**config.mk**
```make
export PLATFORM = sky130hd
export DESIGN_NAME = rv_instr_encoder
export DESIGN_NICKNAME = d
export VERILOG_FILES = /design/src/rtl/rv_instr_encoder.sv
export SDC_FILE = /design/constraint.sdc
export NUM_CORES = 1
export LEC_CHECK = 0
export BUFFER_PORTS_ARGS = -buffer_cell sky130_fd_sc_hd__buf_2
export CAP_MARGIN = 30
export CORE_AREA = 5 5 142 144
export DETAILED_ROUTE_END_ITERATION = 6
export DIE_AREA = 0 0 147 149
export PLACE_DENSITY_LB_ADDON = 0.12
export SLEW_MARGIN = 20
export SYNTH_ARGS = -nofsm -noshare
export SYNTH_HDL_FRONTEND = slang
export SYNTH_SLANG_ARGS = --single-unit
```
**constraint.sdc**
```tcl
create_clock -name i_clk -period 2.6 [get_ports i_clk]
set_input_delay 0.13 -clock i_clk [delete_from_list [all_inputs] [get_ports i_clk]]
set_output_delay 0.13 -clock i_clk [all_outputs]
set_load 0.02 [all_outputs]
```
**src/rtl/rv_instr_encoder.sv**
```systemverilog
// Packs decoded RV32I micro-op fields into 32-bit instruction words, buffers them
// in a small FIFO and presents each word with its incrementing program address.
module rv_instr_encoder #(
  parameter int          DEPTH     = 4,
  parameter logic [31:0] BASE_ADDR = 32'h0000_0000
) (
  input  logic        i_clk,
  input  logic        i_rst,
  input  logic        i_clear,
  input  logic        i_valid,
  output logic        o_ready,
  input  logic [3:0]  i_class,
  input  logic [3:0]  i_alu_op,
  input  logic [2:0]  i_funct3,
  input  logic [4:0]  i_rd,
  input  logic [4:0]  i_rs1,
  input  logic [4:0]  i_rs2,
  input  logic [31:0] i_imm,
  output logic        o_valid,
  input  logic        i_ready,
  output logic [31:0] o_instr,
  output logic [31:0] o_addr,
  output logic        o_err
);

  localparam int AW = (DEPTH > 1) ? $clog2(DEPTH) : 1;

  localparam logic [3:0] CLS_R   = 4'd0;
  localparam logic [3:0] CLS_I   = 4'd1;
  localparam logic [3:0] CLS_LD  = 4'd2;
  localparam logic [3:0] CLS_S   = 4'd3;
  localparam logic [3:0] CLS_B   = 4'd4;
  localparam logic [3:0] CLS_J   = 4'd5;
  localparam logic [3:0] CLS_JR  = 4'd6;
  localparam logic [3:0] CLS_U   = 4'd7;
  localparam logic [3:0] CLS_UPC = 4'd8;

  // ALU codes shared with the decoder
  localparam logic [3:0] ALU_ADD  = 4'd0;
  localparam logic [3:0] ALU_SUB  = 4'd1;
  localparam logic [3:0] ALU_SLL  = 4'd2;
  localparam logic [3:0] ALU_SLT  = 4'd3;
  localparam logic [3:0] ALU_SLTU = 4'd4;
  localparam logic [3:0] ALU_XOR  = 4'd5;
  localparam logic [3:0] ALU_SRL  = 4'd6;
  localparam logic [3:0] ALU_SRA  = 4'd7;
  localparam logic [3:0] ALU_OR   = 4'd8;
  localparam logic [3:0] ALU_AND  = 4'd9;

  localparam logic [6:0] OPC_R   = 7'b0110011;
  localparam logic [6:0] OPC_I   = 7'b0010011;
  localparam logic [6:0] OPC_LD  = 7'b0000011;
  localparam logic [6:0] OPC_S   = 7'b0100011;
  localparam logic [6:0] OPC_B   = 7'b1100011;
  localparam logic [6:0] OPC_J   = 7'b1101111;
  localparam logic [6:0] OPC_JR  = 7'b1100111;
  localparam logic [6:0] OPC_U   = 7'b0110111;
  localparam logic [6:0] OPC_UPC = 7'b0010111;

  logic        st_valid;
  logic [3:0]  st_class;
  logic [3:0]  st_op;
  logic [2:0]  st_f3;
  logic [4:0]  st_rd;
  logic [4:0]  st_rs1;
  logic [4:0]  st_rs2;
  logic [31:0] st_imm;

  logic [31:0] mem [DEPTH];
  logic [AW-1:0] wr_ptr;
  logic [AW-1:0] rd_ptr;
  logic [AW:0]   count;
  logic [31:0]   pc;

  logic [AW+1:0] occ;
  logic          accept;
  logic          push;
  logic          pop;

  logic [31:0] enc_word;
  logic        enc_legal;
  logic [2:0]  alu_f3;
  logic        alu_ok;
  logic [6:0]  funct7;
  logic        is_shift;
  logic [11:0] imm_i;

  // The stage slot counts toward occupancy so an accepted op always has room to land
  assign occ     = {1'b0, count} + (AW + 2)'(st_valid);
  assign o_ready = !i_clear && (occ < (AW + 2)'(DEPTH));
  assign accept  = i_valid && o_ready;
  assign o_valid = (count != '0);
  assign pop     = o_valid && i_ready;
  assign push    = st_valid && enc_legal;
  assign o_err   = st_valid && !enc_legal && !i_clear;
  assign o_instr = o_valid ? mem[rd_ptr] : 32'h0;
  assign o_addr  = pc;

  always_comb begin
    alu_f3 = 3'b000;
    alu_ok = 1'b1;
    case (st_op)
      ALU_ADD, ALU_SUB: alu_f3 = 3'b000;
      ALU_SLL:          alu_f3 = 3'b001;
      ALU_SLT:          alu_f3 = 3'b010;
      ALU_SLTU:         alu_f3 = 3'b011;
      ALU_XOR:          alu_f3 = 3'b100;
      ALU_SRL, ALU_SRA: alu_f3 = 3'b101;
      ALU_OR:           alu_f3 = 3'b110;
      ALU_AND:          alu_f3 = 3'b111;
      default:          alu_ok = 1'b0;
    endcase
    funct7   = (st_op == ALU_SUB || st_op == ALU_SRA) ? 7'b0100000 : 7'b0000000;
    is_shift = (st_op == ALU_SLL || st_op == ALU_SRL || st_op == ALU_SRA);
    imm_i    = is_shift ? {funct7, st_imm[4:0]} : st_imm[11:0];
  end

  always_comb begin
    enc_word  = 32'h0;
    enc_legal = 1'b1;
    case (st_class)
      CLS_R: begin
        enc_word  = {funct7, st_rs2, st_rs1, alu_f3, st_rd, OPC_R};
        enc_legal = alu_ok;
      end
      CLS_I: begin
        enc_word  = {imm_i, st_rs1, alu_f3, st_rd, OPC_I};
        enc_legal = alu_ok && (st_op != ALU_SUB);
      end
      CLS_LD:
        enc_word = {st_imm[11:0], st_rs1, st_f3, st_rd, OPC_LD};
      CLS_S:
        enc_word = {st_imm[11:5], st_rs2, st_rs1, st_f3, st_imm[4:0], OPC_S};
      CLS_B: begin
        enc_word  = {st_imm[12], st_imm[10:5], st_rs2, st_rs1, st_f3,
                     st_imm[4:1], st_imm[11], OPC_B};
        enc_legal = !st_imm[0] && (st_f3 != 3'b010) && (st_f3 != 3'b011);
      end
      CLS_J: begin
        enc_word  = {st_imm[20], st_imm[10:1], st_imm[11], st_imm[19:12], st_rd, OPC_J};
        enc_legal = !st_imm[0];
      end
      CLS_JR:
        enc_word = {st_imm[11:0], st_rs1, 3'b000, st_rd, OPC_JR};
      CLS_U:
        enc_word = {st_imm[31:12], st_rd, OPC_U};
      CLS_UPC:
        enc_word = {st_imm[31:12], st_rd, OPC_UPC};
      default:
        enc_legal = 1'b0;
    endcase
  end

  always_ff @(posedge i_clk or posedge i_rst) begin
    if (i_rst) begin
      st_valid <= 1'b0;
      wr_ptr   <= '0;
      rd_ptr   <= '0;
      count    <= '0;
      pc       <= BASE_ADDR;
    end else if (i_clear) begin
      st_valid <= 1'b0;
      wr_ptr   <= '0;
      rd_ptr   <= '0;
      count    <= '0;
      pc       <= BASE_ADDR;
    end else begin
      st_valid <= accept;
      if (push) wr_ptr <= wr_ptr + 1'b1;
      if (pop) begin
        rd_ptr <= rd_ptr + 1'b1;
        pc     <= pc + 32'd4;
      end
      case ({push, pop})
        2'b10:   count <= count + 1'b1;
        2'b01:   count <= count - 1'b1;
        default: count <= count;
      endcase
    end
  end

  // Data path needs no reset: st_valid and count qualify every use
  always_ff @(posedge i_clk) begin
    if (accept) begin
      st_class <= i_class;
      st_op    <= i_alu_op;
      st_f3    <= i_funct3;
      st_rd    <= i_rd;
      st_rs1   <= i_rs1;
      st_rs2   <= i_rs2;
      st_imm   <= i_imm;
    end
    if (push && !i_clear) mem[wr_ptr] <= enc_word;
  end

endmodule

```
[Word level (Yosys, flattened, before mapping)]
Memory sizes are Yosys's and may differ from the RTL's.
Cells that the tools add are included.
Storage, ports and cells
  register bits: 98
  bits in writable memories: 128
  output and inout bits: 67
  word-level logic and storage cells: 85
  memories: 1
Operators by class
  add/subtract/negate cells: 6
  order comparisons: 1
  eq/ne operators: 22
  multiplexer cells: 18
  reduce and logical (&&, ||, !) cells: 25
Memories
  mem: depth 4, bits a word 32, read ports 1, clocked after memory_dff 0, wr ports 1, RTL line 69  | logic [31:0] mem [DEPTH];
Operators with widths (count)
  32-bit case mux with 9 select lines: 1
  32-bit two-way mux: 3
  32-bit by 3-bit adder with 32-bit output, second input constant: 1
  4-bit by 3-bit equality test with 1-bit output, second input constant: 8
  3-bit case mux with 7 select lines: 1
  4-bit by 2-bit equality test with 1-bit output, second input constant: 4
  4-bit equality test, second input constant: 3
  12-bit two-way mux: 1
  1-bit logical AND: 10
  10-bit OR reduction: 1
  4-bit by 1-bit equality test with 1-bit output, second input constant: 2
  4-bit zero test: 2
  2-bit two-way mux: 4
  6-bit two-way mux: 1
  3-bit by 2-bit inequality test with 1-bit output, second input constant: 2
  3-bit case mux with 2 select lines: 1
  3-bit nonzero test: 2
  1-bit case mux with 5 select lines: 1
  5-bit OR reduction: 1
  2-bit by 1-bit adder with 2-bit output, second input constant: 2
  3-bit by 1-bit adder with 4-bit output: 1
  4-bit by 3-bit less-than comparator with 1-bit output, second input constant: 1
  1-bit two-way mux: 4
  4-bit by 1-bit inequality test with 1-bit output, second input constant: 1
  9 further kinds: 14

[Longest topological paths before layout]
Gate-level depths: netlist of run 1.
  depth after elaboration: 9
  depth in mapped cells: 10

[Worst setup path before layout of run 1]
OpenSTA, ideal clock, no wires.
  path kind: reg-to-reg
  from: register count[1]
  to: register st_class[0], enable pin
  data arrival time: 2632 ps
  slack: -454 ps
  cell stages (with the launch flop): 3
  path through: dfrtp_1 > a311oi_1 > and2_1
Between the ends
  cells in the longest elaborated chain, start to end: 4
RTL lines
  from (decl): RTL line 72  | logic [AW:0] count;
  from (signal assigned): RTL line 175  | 2'b10: count <= count + 1'b1;
  from (signal assigned): RTL line 176  | 2'b01: count <= count - 1'b1;
  from (signal assigned): RTL line 177  | default: count <= count;
  3-bit by 1-bit adder with 4-bit output: RTL line 89  | assign occ = {1'b0, count} + (AW + 2)'(st_valid);
  4-bit by 3-bit less-than comparator with 1-bit output: RTL line 90  | assign o_ready = !i_clear && (occ < (AW + 2)'(DEPTH));
  1-bit logical AND: RTL line 90
  named net o_ready: RTL line 11  | output logic o_ready,
  1-bit logical AND: RTL line 91  | assign accept = i_valid && o_ready;
  named net accept: RTL line 76  | logic accept;
  to (signal assigned): RTL line 185  | st_class <= i_class;
  to (decl): RTL line 61  | logic [3:0] st_class;
The timed path passes the listed nets, and every way through them passes these cells.
A chain may end at the register's enable or synchronous reset.

[Worst setup path after layout of run 1]
  from: register st_op[1]
  to: register count[2]
Between the ends
  cells in the longest elaborated chain, start to end: 9
  elaborated cells on any way between the ends: 21
  those cells by class: eq/ne (12); mux (4); reduce/logical (5)
RTL lines
  from (decl): RTL line 62  | logic [3:0] st_op;
  from (signal assigned): RTL line 186  | st_op <= i_alu_op;
  4-bit by 1-bit equality test with 1-bit output, or another cell as far along: RTL line 102  | case (st_op)
  10-bit OR reduction (no source line)
  1-bit two-way mux: RTL line 102
  1-bit logical AND: RTL line 128  | enc_legal = alu_ok && (st_op != ALU_SUB);
  1-bit case mux with 5 select lines *: RTL line 121  | case (st_class)
  1-bit logical AND *: RTL line 94  | assign push = st_valid && enc_legal;
  2-bit by 1-bit equality test with 1-bit output / 2-bit equality test (equally long branches): RTL line 174  | case ({push, pop})
  3-bit case mux with 2 select lines: RTL line 174
  3-bit two-way mux: RTL line 161  | end else if (i_clear) begin
Mark *: on every way between the ends. The rest lies on a longest branch, timed or not.

==> results of run 1 <==
==> state kept, by name, indices dropped and copies added (netlist names) <==
name	count
st_rs2	5
rd_ptr	2
st_valid	1
st_imm	32
st_op	4
o_addr	30
st_f3	3
wr_ptr	2
mem	124
st_class	4
count	3
st_rd	5
st_rs1	5
==> per-stage QoR <==
| step | utilization | TNS (ns) | hold slack, ns | instance area, sq um | cells |
|---|---|---|---|---|---|
| finish | 0.647 | 0 | 0.151 | 12000 | 1111 |
| CTS | 0.646 | 0 | 0.129 | 12000 | 1109 |
| detailed placement | 0.573 | 0 | 0.128 | 10700 | 1008 |
| global placement | 0.572 | 0 | 0.306 | 10600 | 1007 |
| floorplan | - | 0 | 0.229 | 9560 | 644 |
| global route | 0.647 | -0.0380 | 0.164 | 12000 | 1111 |
==> placed cells by master, fill, tap and decap left out, types with 19 or more instances in the layout <==
master and n:
dfrtp_1 37, buf_2 127, clkbuf_16 23, a21oi_1 19, and2_1 39, nand2_1 40, dlygate4sd3_1 60, mux4_2 31
nor2_1 43, edfxtp_1 182, buf_4 34
==> power breakdown <==
| part | switching, uW | total [uW] | internal, uW |
|---|---|---|---|
| sequential | 102 | 4120 | 4010 |
| clock | 1280 | 3230 | 1950 |
| combinational | 1210 | 2120 | 910 |
==> cell families (layout without fill, tap and decap cells) <==
family,Yosys count,after routing,synth area share
mux,33,33,0.0762
compound gates,94,94,0.0714
buf+inv,52,285,0.0246
flops,220,220,0.675
simple gates,206,206,0.114
other cells,1,2,0.000394
fa+ha+maj,6,6,0.00868
xor+xnor,31,31,0.0300
==> layout make-up <==
| cell class | instances | area, sq um |
|---|---|---|
| fillers | 1360 | 6550 |
| flip-flops and latches | 220 | 6420 |
| multi-input cells | 372 | 2910 |
| repair buffers | 226 | 1590 |
| clock buffers | 27 | 601 |
| well taps | 234 | 293 |
| clock inverters | 14 | 145 |
| inverters | 18 | 67.6 |
==> final timing paths <==
check	start	end	slack, ns	cells past startpoint
max in group asynchronous	i_rst	o_addr[6]	1.90	4
worst min register to register	o_addr[31]	o_addr[31]	0.54	2
worst max-delay path	st_op[1]	count[2]	0.07	9
worst max register to register	st_op[1]	count[2]	0.07	9
min in group asynchronous	i_rst	o_addr[29]	0.18	3
worst min-delay path	i_clear	o_addr[10]	0.15	2
==> layer usage <==
| layer | wire, um | GRT usage |
|---|---|---|
| met5 | 0 | 0 |
| met4 | 269 | 0.0363 |
| met3 | 1330 | 0.0337 |
| met2 | 10800 | 0.344 |
| met1 | 8940 | 0.267 |
==> repair_timing <==
action,CTS,global route
hold buffers,60,0
resized for setup,0,3
buffers inserted,0,2
endpoints found under the hold margin,97,0
endpoints found under the setup margin,0,1
==> run metrics, run 1 <==
root buf cell=clkbuf_16; Yosys reg bits=220; Routed WL per cell=19.2 um; vias in the first global route=6495; clk slew on worst S/H paths=0.06 ns; die area=21900 sq um; Post-synth EDFFs=182; DIE HEIGHT=149 um; setup slack at placement=0.0477 ns; Yosys cell types=66; RSZ-0062 raised after global routing=true; Routed Antenna Nets=0; Post-Syn Area=9510 sq um; I/O Buffers=127; final worst slack=0.0711 ns; Core Rows=50; status=completed; Req. time, crit path=2.97 ns; ys flop type=edfxtp_1; endpoints failing setup=0; async set-reset flop share out of synthesis=0.173; Hold Vio Cnt, Final=0; max incr delay on CP=0.43 ns; Worst Max-Slew Pin Slew=0.662 ns; CP Cell Sequence=or3b_4, o211ai_4, a31oi_4, nor2_2, fa_2, nor3_2, a31oi_1, mux2_4, a311o_1; Max Cap Viol=0; gpl congestion=0.810; critical path endpoint category=flop; final wirelength=21300 um; post-synthesis sequential area ratio=0.675; clock buffers created by TritonCTS=23; crit start category=flop; DRT iter0 DRCs=556; CP Class=reg -> reg; I/O pins=130; synth cell count leaders=182 x edfxtp_1, 44 x nor2_1, 41 x nand2_1; H-tree Lvls=1; Slew HR=0.553; fmax=0.395 GHz; slowest CP cell=or3b_4; initial antenna violation count=0; clock period minus worst slack=2.53 ns; Post-Syn Area per Cell=14.8 sq um; # clock sinks=220; post-DP HPWL=14000 um; CTS tree=built; clk_lat worst skew=0.50 ns; most common cell in the netlist=edfxtp_1; total power=9460 uW; PwrDens=787 nW/um^2; largest net degree at the start of global routing=59; post-synthesis instance total=643; GRT overflow=0; die width=147 um; fin crit share=0.973; first-pass GRT wire length=34800 um; crit path max fanout=4; share of the synthesized area in the top cell type=0.575; # diodes=0; CTS max path bufs=3; Worst Hold Class=in -> reg; top cell type by total area after synthesis=edfxtp_1; Core ar.=18600 sq um; layout cells sized above 1=0.284; Worst VDD drop=0.465 mV; Total GRT Usage=0.197; vias after detailed routing=6240; Crit path buffers/inverters=0; Lkg Pwr=0.00461 uW; arrival time worst endpoint=2.90 ns; cell family with most CP delay=compound AO/OA/AOI/OAI gates; Synth Warn #=0; Vias per Instance=5.62; Worst Skew=0.0221 ns; Area contributors post-synth=edfxtp_1 57%, dfrtp_1 10%, mux4_2 7.3%, and2_1 2.6%, nor2_1 1.7%; Final nets=930; First-pass DRT Iterations=6; area grow syn2layout=26.5%; # DRC=0; fin. max-slew vios=0; Initial Utilization=0.512
(Power assumes the default switching activity.)
==> run 2: changes to the inputs <==
--- a/config.mk
+++ b/config.mk
@@ -5,11 +5,11 @@
 export SDC_FILE = /design/constraint.sdc
 export NUM_CORES = 1
 export LEC_CHECK = 0
-export BUFFER_PORTS_ARGS = -buffer_cell sky130_fd_sc_hd__buf_2
 export CAP_MARGIN = 30
-export CORE_AREA = 5 5 142 144
+export CORE_AREA = 5 5 136 138
 export DETAILED_ROUTE_END_ITERATION = 6
-export DIE_AREA = 0 0 147 149
+export DIE_AREA = 0 0 141 143
+export DONT_BUFFER_PORTS = 1
 export PLACE_DENSITY_LB_ADDON = 0.12
 export SLEW_MARGIN = 20
 export SYNTH_ARGS = -nofsm -noshare
==> run 2 against run 1 <==
Effect of this change: clock skew rose by 0.0043 ns; largest power group unchanged; first-iteration DRC count decreased by 18%; die area is 7.9% lower; wire length decreased by 2.0%; power shrank 3.0%; via count decreased by 6.5%.
==> run metrics, run 2 (synthesis gave the netlist of run 1 again) <==
layout cells sized above 1=0.164 (-0.119); Worst Hold Class=in -> reg; vias after detailed routing=5833 (-6.5%); CTS max path bufs=3 (unchanged); hold path depth=3 (+1); Worst Max-Slew Pin Slew=0.600 ns (-0.0621 ns); cell family with most CP delay=compound AO/OA/AOI/OAI gates; PwrDens=802 nW/um^2 (+2.0%); die width=141 um (-4.1%); fmax=0.391 GHz (-1.1%); arrival time worst endpoint=2.93 ns (+0.03 ns); most frequent cells in the layout=182 x edfxtp_1, 64 x dlygate4sd3_1, 43 x nor2_1, 40 x nand2_1, 37 x dfrtp_1; Max Cap Viol=0 (unchanged); final standard cell utilization of the core=0.671 (+0.0234); reg-to-reg critical path endpoint=count[2]; Hold EP=st_valid; FF-to-FF setup slack=0.04 ns (-0.03 ns); Routed WL per cell=21.3 um (+11%); fin. max-slew vios=0 (unchanged); Total GRT Usage=0.211 (+0.0139); Crit path buffers/inverters=0 (unchanged); I/O pins=130 (unchanged); Cell Area, Placed=10000 sq um (-5.9%); # DRC=0 (unchanged); slowest CP cell=edfxtp_1; Worst Skew=0.0264 ns (+0.00431 ns); root buf cell=clkbuf_16; Lkg Pwr=0.00404 uW (-12%); CP Class=reg -> reg; cell area after layout=11400 sq um (-4.9%); Routed Antenna Nets=0 (unchanged); area grow syn2layout=20.3%; clk_lat worst skew=0.50 ns (about the same); I/O Buffers=0 (-100%); vias in the first global route=6052 (-6.8%); GRT overflow=0 (unchanged); HP Start=i_clear; FF-to-FF Start=st_class[1]; commonest non-fill, non-tap cell in the layout=edfxtp_1; status=completed; first-pass GRT wire length=33200 um (-4.5%); post-DP HPWL=13900 um (-0.96%); # diodes=0 (unchanged); RSZ-0062 raised after global routing=true; final cell count without fillers=979 (-12%); crit start category=flop; Vias per Instance=5.96 (+6.1%); worst hold slack=0.0317 ns (-0.120 ns); H-tree Lvls=1 (unchanged); crit path max fanout=5 (+1); Worst VDD drop=0.639 mV (+37%); Slew HR=0.595 (+0.0420); clock buffers created by TritonCTS=23 (unchanged); max reg flops=124 (unchanged); R2R cell count=9 (unchanged); clk slew on worst S/H paths=0.06 ns (about the same); largest net degree at the start of global routing=39 (-34%); CP Cell Sequence=o31ai_4, nand2_2, a31oi_4, nor2_2, fa_2, nor3_2, a31oi_1, mux2_4, a311o_1; setup slack at placement=0.0589 ns (+0.0111 ns); filler instances=1213 (-11%); gpl congestion=0.856 (+5.7%); Core Rows=48 (-4.0%); initial antenna violation count=0 (unchanged); max incr delay on CP=0.52 ns (+0.09 ns); Post-Place Cells=874 (-13%); fin crit share=0.984 (+0.0112); Final nets=809 (-13%); # clock sinks=220 (unchanged); First-pass DRT Iterations=6 (unchanged); DRT iter0 DRCs=454 (-18%); final wirelength=20900 um (-2.0%); clock period minus worst slack=2.56 ns (+0.0291 ns); Biggest register=mem; die area=20200 sq um (-7.9%); Initial Utilization=0.558 (+0.0457); endpoints failing setup=0 (unchanged); Core ar.=17100 sq um (-8.2%); Hold Vio Cnt, Final=0 (unchanged); CTS tree=built; Req. time, crit path=2.97 ns (about the same); final worst slack=0.0420 ns (-0.0291 ns); DIE HEIGHT=143 um (-4.0%); critical path endpoint category=flop; Worst Setup SP=st_class[1]
## run 2: cell types whose count changed in the layout (fill, tap and decap cells not counted), moves of 3 or more
cell / previous run / this run
and2_1: 39 / 35
buf_2: 127 / 0
clkinv_1: 3 / 6
dlygate4sd3_1: 60 / 64
and2_2: 1 / 5
buf_12: 3 / 6
clkinv_2: 7 / 4
## run 2: worst max path at each step
stage                    end  depth (start not counted)
floorplan           count[2]                          9
global placement    count[2]                          9
detailed placement  count[2]                          9
CTS                 count[2]                          9
global route        count[2]                          9
finish              count[2]                          9
## run 2: where the power goes
group          leakage, uW  internal (uW)  switching, uW  total, uW
clock             0.000360           1930           1240       3170
sequential         0.00220           4020            159       4180
combinational      0.00148            738           1100       1840
## run 2: cell type report
cell class | count | area [sq um] | share of cell area
multi-input cells | 372 | 2920 | 0.255
inverters | 18 | 67.6 | 0.00591
flip-flops and latches | 220 | 6420 | 0.561
clock buffers | 26 | 597 | 0.0522
well taps | 225 | 282 | 0.0246
repair buffers | 105 | 1020 | 0.0895
clock inverters | 13 | 133 | 0.0116
## run 2: worst min-delay path: stages
cell and delay (ns):
a311oi_1 0.04, buf_4 0.16, and2_1 0.15
## run 2: per-stage QoR
step / setup TNS, ns / power (uW)
floorplan: 0 / 5570
global placement: 0 / 5970
detailed placement: 0 / 6010
CTS: 0 / 9270
global route: -0.0461 / 9610
finish: 0 / 9180
## run 2: repair_timing
action	CTS	global route
gates resized for setup	0	7
setup buffers	0	1
setup endpoints to repair	0	12
endpoints found under the hold margin	134	0
hold buffers	65	0
## run 2: routing by layer
layer	global-route usage	wire, um
met2	0.357	10500
met4	0.0505	348
met5	0	0
met1	0.282	8390
met3	0.0506	1640
==> run 3: changes to the inputs <==
--- a/config.mk
+++ b/config.mk
@@ -6,9 +6,10 @@
 export NUM_CORES = 1
 export LEC_CHECK = 0
 export CAP_MARGIN = 30
-export CORE_AREA = 5 5 136 138
+export CORE_AREA = 5 5 133 135
+export CTS_BUF_LIST = sky130_fd_sc_hd__clkbuf_4
 export DETAILED_ROUTE_END_ITERATION = 6
-export DIE_AREA = 0 0 141 143
+export DIE_AREA = 0 0 138 140
 export DONT_BUFFER_PORTS = 1
 export PLACE_DENSITY_LB_ADDON = 0.12
 export SLEW_MARGIN = 20
==> constraint.sdc (replaced) <==
create_clock -name i_clk -period 2.6 [get_ports i_clk]
set_input_delay 0.52 -clock i_clk [delete_from_list [all_inputs] [get_ports i_clk]]
set_output_delay 0.52 -clock i_clk [all_outputs]
set_load 0.02 [all_outputs]
==> run 3 against run 2 <==
Effect of this change: the flow now finishes with violations (setup timing); highest routed layer unchanged; clock skew is 0.015 ns higher; maximum frequency shrank 6.0%; flip-flop and latch count did not move; global-route usage increased by 0.33 points; register-to-register slack worse by 0.02 ns.
==> run metrics, run 3 (synthesis gave the netlist of run 1 again) <==
Total GRT Usage=0.215 (+0.00330); First-pass DRT Iterations=5 (-1); fin. max-slew vios=0 (unchanged); Biggest register=mem; CP Cell Sequence=buf_12, mux4_2, and2_4, buf_12; max incr delay on CP=0.52 ns (about the same); largest net degree at the start of global routing=39 (unchanged); status=finished, violations left; vias in the first global route=6197 (+2.4%); layout cells sized above 1=0.243 (+0.0782); most frequent cells in the layout=182 x edfxtp_1, 82 x clkbuf_4, 60 x dlygate4sd3_1, 43 x nor2_1, 40 x nand2_1; I/O Buffers=0 (unchanged); gpl congestion=0.846 (-1.2%); Vias per Instance=5.84 (-2.0%); Initial Utilization=0.582 (+0.0242); Slew HR=0.579 (-0.0159); Req. time, crit path=2.08 ns (-0.89 ns); CP Class=reg -> out; R2R cell count=11 (+2); endpoints failing setup=32 (+32); Hold EP=o_addr[9]; FF-to-FF setup slack=0.02 ns (-0.02 ns); Routed Antenna Nets=0 (unchanged); GRT overflow=0 (unchanged); # clock sinks=220 (unchanged); Worst Skew=0.0418 ns (+0.0154 ns); area grow syn2layout=21.4%; combinational power share=0.244 (+0.044); CTS max path bufs=3 (unchanged); crit path max fanout=5 (unchanged); H-tree Lvls=2 (+1); vias after detailed routing=6052 (+3.8%); slowest CP cell=dfrtp_2; reg-to-reg critical path endpoint=count[2]; clock period minus worst slack=2.72 ns (+0.165 ns); fin crit share=1.05 (+0.0633); CP most frequent cell=buf_12; post-DP HPWL=12800 um (-7.7%); hold path depth=2 (-1); first-pass GRT wire length=33100 um (-0.44%); Worst Setup SP=rd_ptr[0]; clk slew on worst S/H paths=0.07 ns (about the same); final worst slack=-0.123 ns (-0.165 ns); max reg flops=124 (unchanged); Final nets=846 (+4.6%); die area=19300 sq um (-4.2%); NetSw=2630 uW (+5.3%); RSZ-0062 raised after global routing=true; proportion of power drawn by the clock network=0.301 (-0.044); Hold Vio Cnt, Final=0 (unchanged); PwrDens=785 nW/um^2 (-2.2%); initial antenna violation count=1 (+1); crit start category=flop; commonest non-fill, non-tap cell in the layout=edfxtp_1; DRT iter0 DRCs=410 (-9.7%); sequential share of power=0.456 (about the same); Worst VDD drop=0.453 mV (-29%); root buf cell=clkbuf_4; FF-to-FF Start=st_class[0]; I/O pins=130 (unchanged); DIE HEIGHT=140 um (-2.1%); Worst Max-Slew Pin Slew=0.624 ns (+0.0235 ns); switching part of the total=0.290 (+0.0181); Core ar.=16300 sq um (-4.2%); Core Rows=47 (-2.1%); arrival time worst endpoint=2.20 ns (-0.73 ns); failing checks=setup timing; final cell count without fillers=1037 (+5.9%); Max Cap Viol=0 (unchanged); die width=138 um (-2.1%); # DRC=0 (unchanged); Worst Hold Class=in -> reg; P_int=6430 uW (-3.7%); Post-Place Cells=865 (-1.0%); final standard cell utilization of the core=0.706 (+0.0356); fmax=0.367 GHz (-6.0%); Lkg Pwr=0.00416 uW (+3.0%); critical path endpoint category=output port; clock buffers created by TritonCTS=54 (+130%); Routed WL per cell=20.3 um (-5.0%); HP Start=i_clear; final wirelength=21000 um (+0.59%); CTS tree=built; clk_lat worst skew=0.67 ns (+0.17 ns)
==> run 3: area by class of cell <==
type / count / area, sq um
sequential: 220 / 6420
fill: 1148 / 4800
multi-input combinational: 372 / 2950
timing repair buffer: 111 / 1170
clock buffer: 82 / 616
tap: 220 / 275
inverter: 18 / 67.6
clock inverter: 13 / 50.0
antenna: 1 / 2.50
==> run 3: layer usage <==
metal	GRT usage	vias up	routed length, um
met2	0.356	263	10600
met3	0.0556	41	1590
met1	0.276	2989	8360
met5	0	-	0
li1	-	2759	-
met4	0.0811	0	499
==> run 3: power groups by stage <==
| stage | Clock, uW | Combinational, uW | Sequential [uW] |
|---|---|---|---|
| 3_3_place_gp | 0 | 1780 | 4180 |
| 3_5_place_dp | 0 | 1830 | 4180 |
| 6_report | 2720 | 2210 | 4130 |
| 5_1_grt | 3020 | 2360 | 4140 |
| 4_1_cts | 2800 | 2070 | 4110 |
| 2_1_floorplan | 0 | 1410 | 4160 |
==> run 3: metrics by stage <==
step | TNS [ns] | hold WS, ns | power, uW | worst slack [ns] | area, sq um
global route | -4.54 | 0.0907 | 9510 | -0.201 | 11500
floorplan | 0 | 0.543 | 5570 | 0.0134 | 9560
global placement | 0 | 0.550 | 5960 | 0.0736 | 10000
detailed placement | 0 | 0.559 | 6010 | 0.0544 | 10000
finish | -1.93 | 0.117 | 9060 | -0.123 | 11500
CTS | -1.45 | 0.0669 | 8990 | -0.132 | 11400
==> run 3: how the worst max path moves through the flow <==
stage / to / depth (start not counted) / slack, ns
6_report: o_instr[0] / 4 / -0.12
5_1_grt: o_err / 4 / -0.20
4_1_cts: o_err / 5 / -0.13
3_5_place_dp: count[2] / 9 / 0.05
3_3_place_gp: count[2] / 9 / 0.07
2_1_floorplan: count[2] / 9 / 0.01
==> run 3: critical path, delay by kind of cell, from the launching register on <==
family | cells | cell delay, ns
buf+inv | 2 | 0.32
simple gates | 1 | 0.19
mux | 1 | 0.52
flops | 1 | 0.52
==> run 3: timing repair <==
action,CTS,global route
endpoints found under the hold margin,132,0
gates cloned,0,2
buffers inserted,11,2
endpoints found under the setup margin,33,33
hold buffers,61,0
gates resized for setup,16,23
pin swaps,5,3
